## src/rtl/door_lock_scheduler_if.sv

```systemverilog
// Request/status bundle between the access sources, door sensor and the lock scheduler.
// The master drives requests and sensor inputs; the slave (scheduler) drives grants and actuator controls.
interface door_lock_scheduler_if #(
  parameter int N_REQ = 3
);
  logic             tick;
  logic [N_REQ-1:0] req;
  logic             door_closed;
  logic             emergency;
  logic [N_REQ-1:0] ack;
  logic [1:0]       grant_id;
  logic             unlock_out;
  logic             lock_pulse;
  logic             ajar_alarm;
  logic             busy;

  modport master (
    output tick, req, door_closed, emergency,
    input  ack, grant_id, unlock_out, lock_pulse, ajar_alarm, busy
  );

  modport slave (
    input  tick, req, door_closed, emergency,
    output ack, grant_id, unlock_out, lock_pulse, ajar_alarm, busy
  );
endinterface

```

## src/rtl/door_lock_scheduler.sv

```systemverilog
// Round-robin owner of the door lock actuator with a tick-timed unlock window, ajar alarm and emergency override.
// All outputs registered: ack one cycle after a request is seen in IDLE; requests wait while busy.
module door_lock_scheduler #(
  parameter int N_REQ      = 3,
  parameter int HOLD_TICKS = 8,
  parameter int AJAR_TICKS = 4
) (
  input  logic                  clk,
  input  logic                  reset,
  door_lock_scheduler_if.slave  bus
);

  typedef enum logic [2:0] {IDLE, OPEN, AJAR, RELOCK, EMERG} state_t;

  state_t           state_q, state_d;
  logic [N_REQ-1:0] ack_q, ack_d;
  logic [1:0]       grant_id_q, grant_id_d;
  logic [1:0]       rr_last_q, rr_last_d;
  logic             unlock_q, unlock_d;
  logic             lock_pulse_q, lock_pulse_d;
  logic             ajar_q, ajar_d;
  logic             busy_q, busy_d;
  logic [3:0]       tick_cnt_q, tick_cnt_d;

  logic [3:0] req_pad;
  logic [2:0] pick;

  assign req_pad = 4'(bus.req);

  // Returns {found, index}; the search starts just after the last winner and wraps.
  function automatic logic [2:0] rr_pick(input logic [3:0] r, input logic [1:0] last);
    logic [2:0] sel;
    logic [2:0] pos;
    sel = '0;
    for (int k = N_REQ; k >= 1; k--) begin
      pos = {1'b0, last} + 3'(k);
      if (pos >= 3'(N_REQ)) pos = pos - 3'(N_REQ);
      if (r[pos[1:0]]) sel = {1'b1, pos[1:0]};
    end
    return sel;
  endfunction

  assign pick = rr_pick(req_pad, rr_last_q);

  always_comb begin
    state_d      = state_q;
    ack_d        = '0;
    grant_id_d   = grant_id_q;
    rr_last_d    = rr_last_q;
    unlock_d     = unlock_q;
    lock_pulse_d = 1'b0;
    ajar_d       = ajar_q;
    tick_cnt_d   = tick_cnt_q;

    if (bus.emergency) begin
      state_d  = EMERG;
      unlock_d = 1'b1;
      ajar_d   = 1'b0;
    end else begin
      case (state_q)
        IDLE: begin
          unlock_d = 1'b0;
          ajar_d   = 1'b0;
          if (pick[2]) begin
            ack_d[pick[1:0]] = 1'b1;
            grant_id_d       = pick[1:0];
            rr_last_d        = pick[1:0];
            unlock_d         = 1'b1;
            tick_cnt_d       = '0;
            state_d          = OPEN;
          end
        end
        OPEN: begin
          unlock_d = 1'b1;
          if (bus.tick) begin
            if (tick_cnt_q == 4'(HOLD_TICKS - 1)) begin
              // door_closed is sampled in the expiry cycle itself
              if (bus.door_closed) begin
                state_d      = RELOCK;
                unlock_d     = 1'b0;
                lock_pulse_d = 1'b1;
              end else begin
                state_d    = AJAR;
                tick_cnt_d = '0;
              end
            end else begin
              tick_cnt_d = tick_cnt_q + 4'd1;
            end
          end
        end
        AJAR: begin
          if (bus.door_closed) begin
            state_d      = RELOCK;
            unlock_d     = 1'b0;
            lock_pulse_d = 1'b1;
            ajar_d       = 1'b0;
          end else begin
            unlock_d = 1'b1;
            if (bus.tick && (tick_cnt_q < 4'(AJAR_TICKS))) tick_cnt_d = tick_cnt_q + 4'd1;
            ajar_d = (tick_cnt_d == 4'(AJAR_TICKS));
          end
        end
        RELOCK: begin
          state_d  = IDLE;
          unlock_d = 1'b0;
        end
        EMERG: begin
          ajar_d = 1'b0;
          if (bus.door_closed) begin
            state_d      = RELOCK;
            unlock_d     = 1'b0;
            lock_pulse_d = 1'b1;
          end else begin
            state_d    = AJAR;
            unlock_d   = 1'b1;
            tick_cnt_d = '0;
          end
        end
        default: state_d = IDLE;
      endcase
    end

    busy_d = (state_d != IDLE);
  end

  always_ff @(posedge clk or negedge reset) begin
    if (!reset) begin
      state_q      <= IDLE;
      ack_q        <= '0;
      grant_id_q   <= '0;
      rr_last_q    <= 2'(N_REQ - 1);
      unlock_q     <= 1'b0;
      lock_pulse_q <= 1'b0;
      ajar_q       <= 1'b0;
      busy_q       <= 1'b0;
      tick_cnt_q   <= '0;
    end else begin
      state_q      <= state_d;
      ack_q        <= ack_d;
      grant_id_q   <= grant_id_d;
      rr_last_q    <= rr_last_d;
      unlock_q     <= unlock_d;
      lock_pulse_q <= lock_pulse_d;
      ajar_q       <= ajar_d;
      busy_q       <= busy_d;
      tick_cnt_q   <= tick_cnt_d;
    end
  end

  assign bus.ack        = ack_q;
  assign bus.grant_id   = grant_id_q;
  assign bus.unlock_out = unlock_q;
  assign bus.lock_pulse = lock_pulse_q;
  assign bus.ajar_alarm = ajar_q;
  assign bus.busy       = busy_q;

endmodule

```

## src/flat_wrapper.sv

```systemverilog
// flat-port wrapper written by rule: the top's interface ports become plain ports
module door_lock_scheduler_flat 
#(
  parameter int N_REQ      = 3,
  parameter int HOLD_TICKS = 8,
  parameter int AJAR_TICKS = 4
)
  (clk, reset, bus_tick, bus_req, bus_door_closed, bus_emergency, bus_ack, bus_grant_id, bus_unlock_out, bus_lock_pulse, bus_ajar_alarm, bus_busy);
  door_lock_scheduler_if #(.N_REQ(N_REQ)) bus_i ();
  input  logic clk;
  input  logic reset;
  input wire logic [$bits(bus_i.tick)-1:0] bus_tick;
  input wire logic [$bits(bus_i.req)-1:0] bus_req;
  input wire logic [$bits(bus_i.door_closed)-1:0] bus_door_closed;
  input wire logic [$bits(bus_i.emergency)-1:0] bus_emergency;
  output wire logic [$bits(bus_i.ack)-1:0] bus_ack;
  output wire logic [$bits(bus_i.grant_id)-1:0] bus_grant_id;
  output wire logic [$bits(bus_i.unlock_out)-1:0] bus_unlock_out;
  output wire logic [$bits(bus_i.lock_pulse)-1:0] bus_lock_pulse;
  output wire logic [$bits(bus_i.ajar_alarm)-1:0] bus_ajar_alarm;
  output wire logic [$bits(bus_i.busy)-1:0] bus_busy;
  assign bus_i.tick = bus_tick;
  assign bus_i.req = bus_req;
  assign bus_i.door_closed = bus_door_closed;
  assign bus_i.emergency = bus_emergency;
  assign bus_ack = bus_i.ack;
  assign bus_grant_id = bus_i.grant_id;
  assign bus_unlock_out = bus_i.unlock_out;
  assign bus_lock_pulse = bus_i.lock_pulse;
  assign bus_ajar_alarm = bus_i.ajar_alarm;
  assign bus_busy = bus_i.busy;
  door_lock_scheduler #(.N_REQ(N_REQ), .HOLD_TICKS(HOLD_TICKS), .AJAR_TICKS(AJAR_TICKS)) u_core (.clk(clk), .reset(reset), .bus(bus_i));
endmodule
```

## config.mk

```make
export PLATFORM = sky130hd
export DESIGN_NAME = door_lock_scheduler_flat
export DESIGN_NICKNAME = d
export VERILOG_FILES = /design/src/rtl/door_lock_scheduler_if.sv /design/src/rtl/door_lock_scheduler.sv /design/src/flat_wrapper.sv
export SDC_FILE = /design/constraint.sdc
export NUM_CORES = 1
export LEC_CHECK = 0
export CAP_MARGIN = 25
export CORE_UTILIZATION = 40
export DETAILED_ROUTE_END_ITERATION = 16
export PLACE_DENSITY = 0.74
export RECOVER_POWER = 50
export REMOVE_ABC_BUFFERS = 1
export SYNTH_ARGS = -nofsm -noshare
export SYNTH_HDL_FRONTEND = slang
export SYNTH_SLANG_ARGS = --single-unit
```

## constraint.sdc

```tcl
create_clock -name clk -period 2.32 [get_ports clk]
set_input_delay 0.696 -clock clk [delete_from_list [all_inputs] [get_ports clk]]
set_output_delay 0.696 -clock clk [all_outputs]
set_load 0.01 [all_outputs]
```

==> results.sh <==
export IMPL_status="complete, but fails checks"
export IMPL_violations="negative setup slack"
export IMPL_antenna_found_initial=0
export IMPL_critical_path_class="flip-flop to flip-flop"
export IMPL_dieWidth_um=55.9
export IMPL_grt_overflow_total=0
export IMPL_cts_hold_buffers=0
export IMPL_rows=19
export IMPL_die_area_um2=3120
export IMPL_crit_chain="inv_2 > ha_4 > mux2_4 > a222oi_1 > buf_4 > a211o_1 > or4_4 > a22o_1"
export IMPL_clk_transition_reported_paths_ns=0.12
export IMPL_routedWlPerCell_um=15.5
export IMPL_finalNonFillerCells=200
export IMPL_crit_required_ns=2.51
export IMPL_fillers=255
export IMPL_pwr_share_clk=0.101
export IMPL_finalSetupViolCount=2
export IMPL_cpMaxStageDelayCell="dfstp_2"
export IMPL_cts_buffer_depth=2
export IMPL_start_kind="flip-flop"
export IMPL_ys_seq_area_frac=0.368
export IMPL_area_delta_synth_final_pct=34.1
export IMPL_fmax_ghz=0.422
export IMPL_route_met3_wl_um=125
export IMPL_cp_arrival_ns=2.56
export IMPL_layout_commonest_cell="buf_4"
export IMPL_cts_root_buf="clkbuf_4"
export IMPL_drc=0
export IMPL_peakVddDrop_mv=0.750
export IMPL_p_leak_nw=0.693
export IMPL_crit_buf_inv=2
export IMPL_ys_types=45
export IMPL_async_flop_share=1.00
export IMPL_core_area_um2=2760
export IMPL_final_area_um2=1560
export IMPL_synth_ff_type="dfrtp_1"
export IMPL_avgSynthCellArea_um2=8.85
export IMPL_wl_met2_um=1610
export IMPL_dr_pass1_iters=4
export IMPL_synthCells=131
export IMPL_place_hpwl_um=2290
export IMPL_crit_path_end_kind="flip-flop"
export IMPL_placed_area_um2=1490
export IMPL_drt_iter0_drc=69
export IMPL_synth_edff_count=0
export IMPL_grt_pass1_wl_um=5360
export IMPL_first_global_vias=1168
export IMPL_yosysWarnings=0
export IMPL_io_pins=17
export IMPL_switching_share=0.397
export IMPL_topRoutingLayerUsed="met4"
export IMPL_cts_buffers_inserted=3
export IMPL_hp_class="flip-flop to flip-flop"
export IMPL_ys_ff_latch=17
export IMPL_num_nets_final=182
export IMPL_crit_family="compound AO/OA/AOI/OAI gates"
export IMPL_initial_core_util=0.421
export IMPL_tightest_slew_ns=0.973
export IMPL_grt_max_degree=18
export IMPL_drive_gt1_frac=0.243
export IMPL_cp_max_fo=6
export IMPL_diodes=0
export IMPL_finalCriticalPeriod_ns=2.37
export IMPL_die_h_um=55.9
export IMPL_slowest_delay_ns=0.56
export IMPL_wirelength_um=3100
export IMPL_grt_setup_unrepaired="true"
export IMPL_via_per_inst=5.90
export IMPL_maxCapViolCount=0
export IMPL_io_buffers=16
export IMPL_insertion_delay_ns=0.30
export IMPL_final_cell_mix="24 x buf_4, 16 x dfrtp_1, 11 x nor2_1, 11 x clkdlybuf4s50_1, 10 x o21ai_0"
export IMPL_switching_power_w=0.000664
export IMPL_power_internal_w=0.00101
export IMPL_htree_levels=1
export IMPL_met1_length_um=1330
export IMPL_power_frac_comb=0.627
export IMPL_cts_tree="yes"
export IMPL_vias=1179
export IMPL_clkSinkCount=17
export IMPL_timing_hold_ws_ns=0.526
export IMPL_pwr_density_cell_nw_per_um2=1080
export IMPL_slew_limit_headroom=0.352
export IMPL_p_seq_frac=0.271
export IMPL_slew_viol_final=0
export IMPL_grt_total_usage=0.215
export IMPL_ff2ff_setup_slack_ns=-0.05
export IMPL_dp_cells=194
export IMPL_fin_skew_ns=0.00864
export IMPL_hold_violations=0
export IMPL_synth_area_um2=1160
export IMPL_ant_nets=0
export IMPL_finalCritPeriodShare=1.02
export IMPL_gp_congestion=0.936
export IMPL_layout_setup_ws_ns=-0.0491
-- layer usage --
metal,vias up,global-route usage
li1,566,-
met1,572,0.275
met2,37,0.379
met3,4,0.0302
met4,0,0.0627
met5,-,0
-- power by group through the flow --
| stage | Clock, W | Sequential, W | Combinational [W] |
|---|---|---|---|
| CTS | 0.000174 | 0.000454 | 0.00102 |
| floorplan | 0 | 0.000466 | 0.000470 |
| global placement | 0 | 0.000453 | 0.000887 |
| global route | 0.000188 | 0.000470 | 0.00115 |
| finish | 0.000170 | 0.000455 | 0.00105 |
| detailed placement | 0 | 0.000458 | 0.000931 |
-- final timing paths --
| kind | startpoint | cells past startpoint | to |
|---|---|---|---|
| setup / recovery | u_core.rr_last_q[1] | 8 | u_core.tick_cnt_q[0] |
| hold / removal | u_core.bus.grant_id[1] | 2 | u_core.bus.grant_id[1] |
| setup reg to reg | u_core.rr_last_q[1] | 8 | u_core.tick_cnt_q[0] |
| hold reg to reg | u_core.bus.grant_id[1] | 2 | u_core.bus.grant_id[1] |
| max in group asynchronous | reset | 2 | u_core.tick_cnt_q[0] |
| min in group asynchronous | reset | 2 | u_core.rr_last_q[0] |
-- kinds of logic (layout without fill, tap and decap cells) --
group                    count (synthesis)  after routing  synth area share
buffers and inverters                   18             56            0.0744
flip-flops                              17             17             0.368
AO/OA/AOI/OAI                           44             44             0.264
AND/OR/NAND/NOR                         43             43             0.205
adder cells (fa/ha/maj)                  5              5            0.0518
multiplexers                             3              3            0.0291
XOR/XNOR                                 1              1           0.00755
-- tightest hold or removal path, cell delays in order (launching register included) --
cell and delay, ns:
dfrtp_1 0.36, o21ai_0 0.08, nand2_1 0.06
-- registers in the layout, summed over array words and instances (netlist names) --
signal and flops:
u_core.state_q 3, u_core.tick_cnt_q 4, u_core.rr_last_q 2, u_core.bus.busy 1, u_core.bus.lock_pulse 1, u_core.bus.grant_id 1, u_core.bus.ajar_alarm 1, u_core.bus.ack 3
u_core.bus.unlock_out 1
-- per-stage QoR --
stage                     total power [W]  setup TNS, ns   util  setup WS (ns)
after floorplan                  0.000936         -0.278      -         -0.107
after global placement            0.00134          -2.41  0.542         -0.285
after detailed placement          0.00139          -3.25  0.542         -0.336
after CTS                         0.00165        -0.0144  0.563       -0.00791
after global routing              0.00180         -0.267  0.564        -0.0896
final                             0.00168        -0.0869  0.564        -0.0491
-- what timing repair did --
item                       4_1_cts  5_1_grt
setup endpoints to repair       13        9
gates cloned                     0        0
setup buffers                    2        1
resized for setup                8        3
pin swaps                        1        0
-- synth_stat cells, drive strengths merged (2+ instances only) --
cell type	n	area (um2)
a211oi	3	22.5
a22o	3	26.3
inv	9	33.8
o211ai	2	15.0
nor4b	2	17.5
ha	4	50.1
o31ai	3	22.5
buf	6	41.3
clkbuf	3	11.3
nand2	7	26.3
a21boi	2	15.0
a22oi	3	22.5
a21oi	7	35.0
and3	2	12.5
dfrtp	16	400
mux2	3	33.8
nor3b	4	35.0
nor3	7	35.0
nand2b	2	12.5
nand3	2	10.0
nor2	11	41.3
nor2b	2	12.5
o21ai	10	50.1
-- layout make-up --
cell class	count	area [um2]	area share
clock buffers	3	22.5	0.0145
well taps	31	38.8	0.0249
multi-input cells	96	677	0.435
repair buffers	43	352	0.226
clock inverters	1	5.00	0.00322
inverters	9	33.8	0.0217
flip-flops and latches	17	427	0.274
No activity file was read; power rests on OpenSTA's default activity.
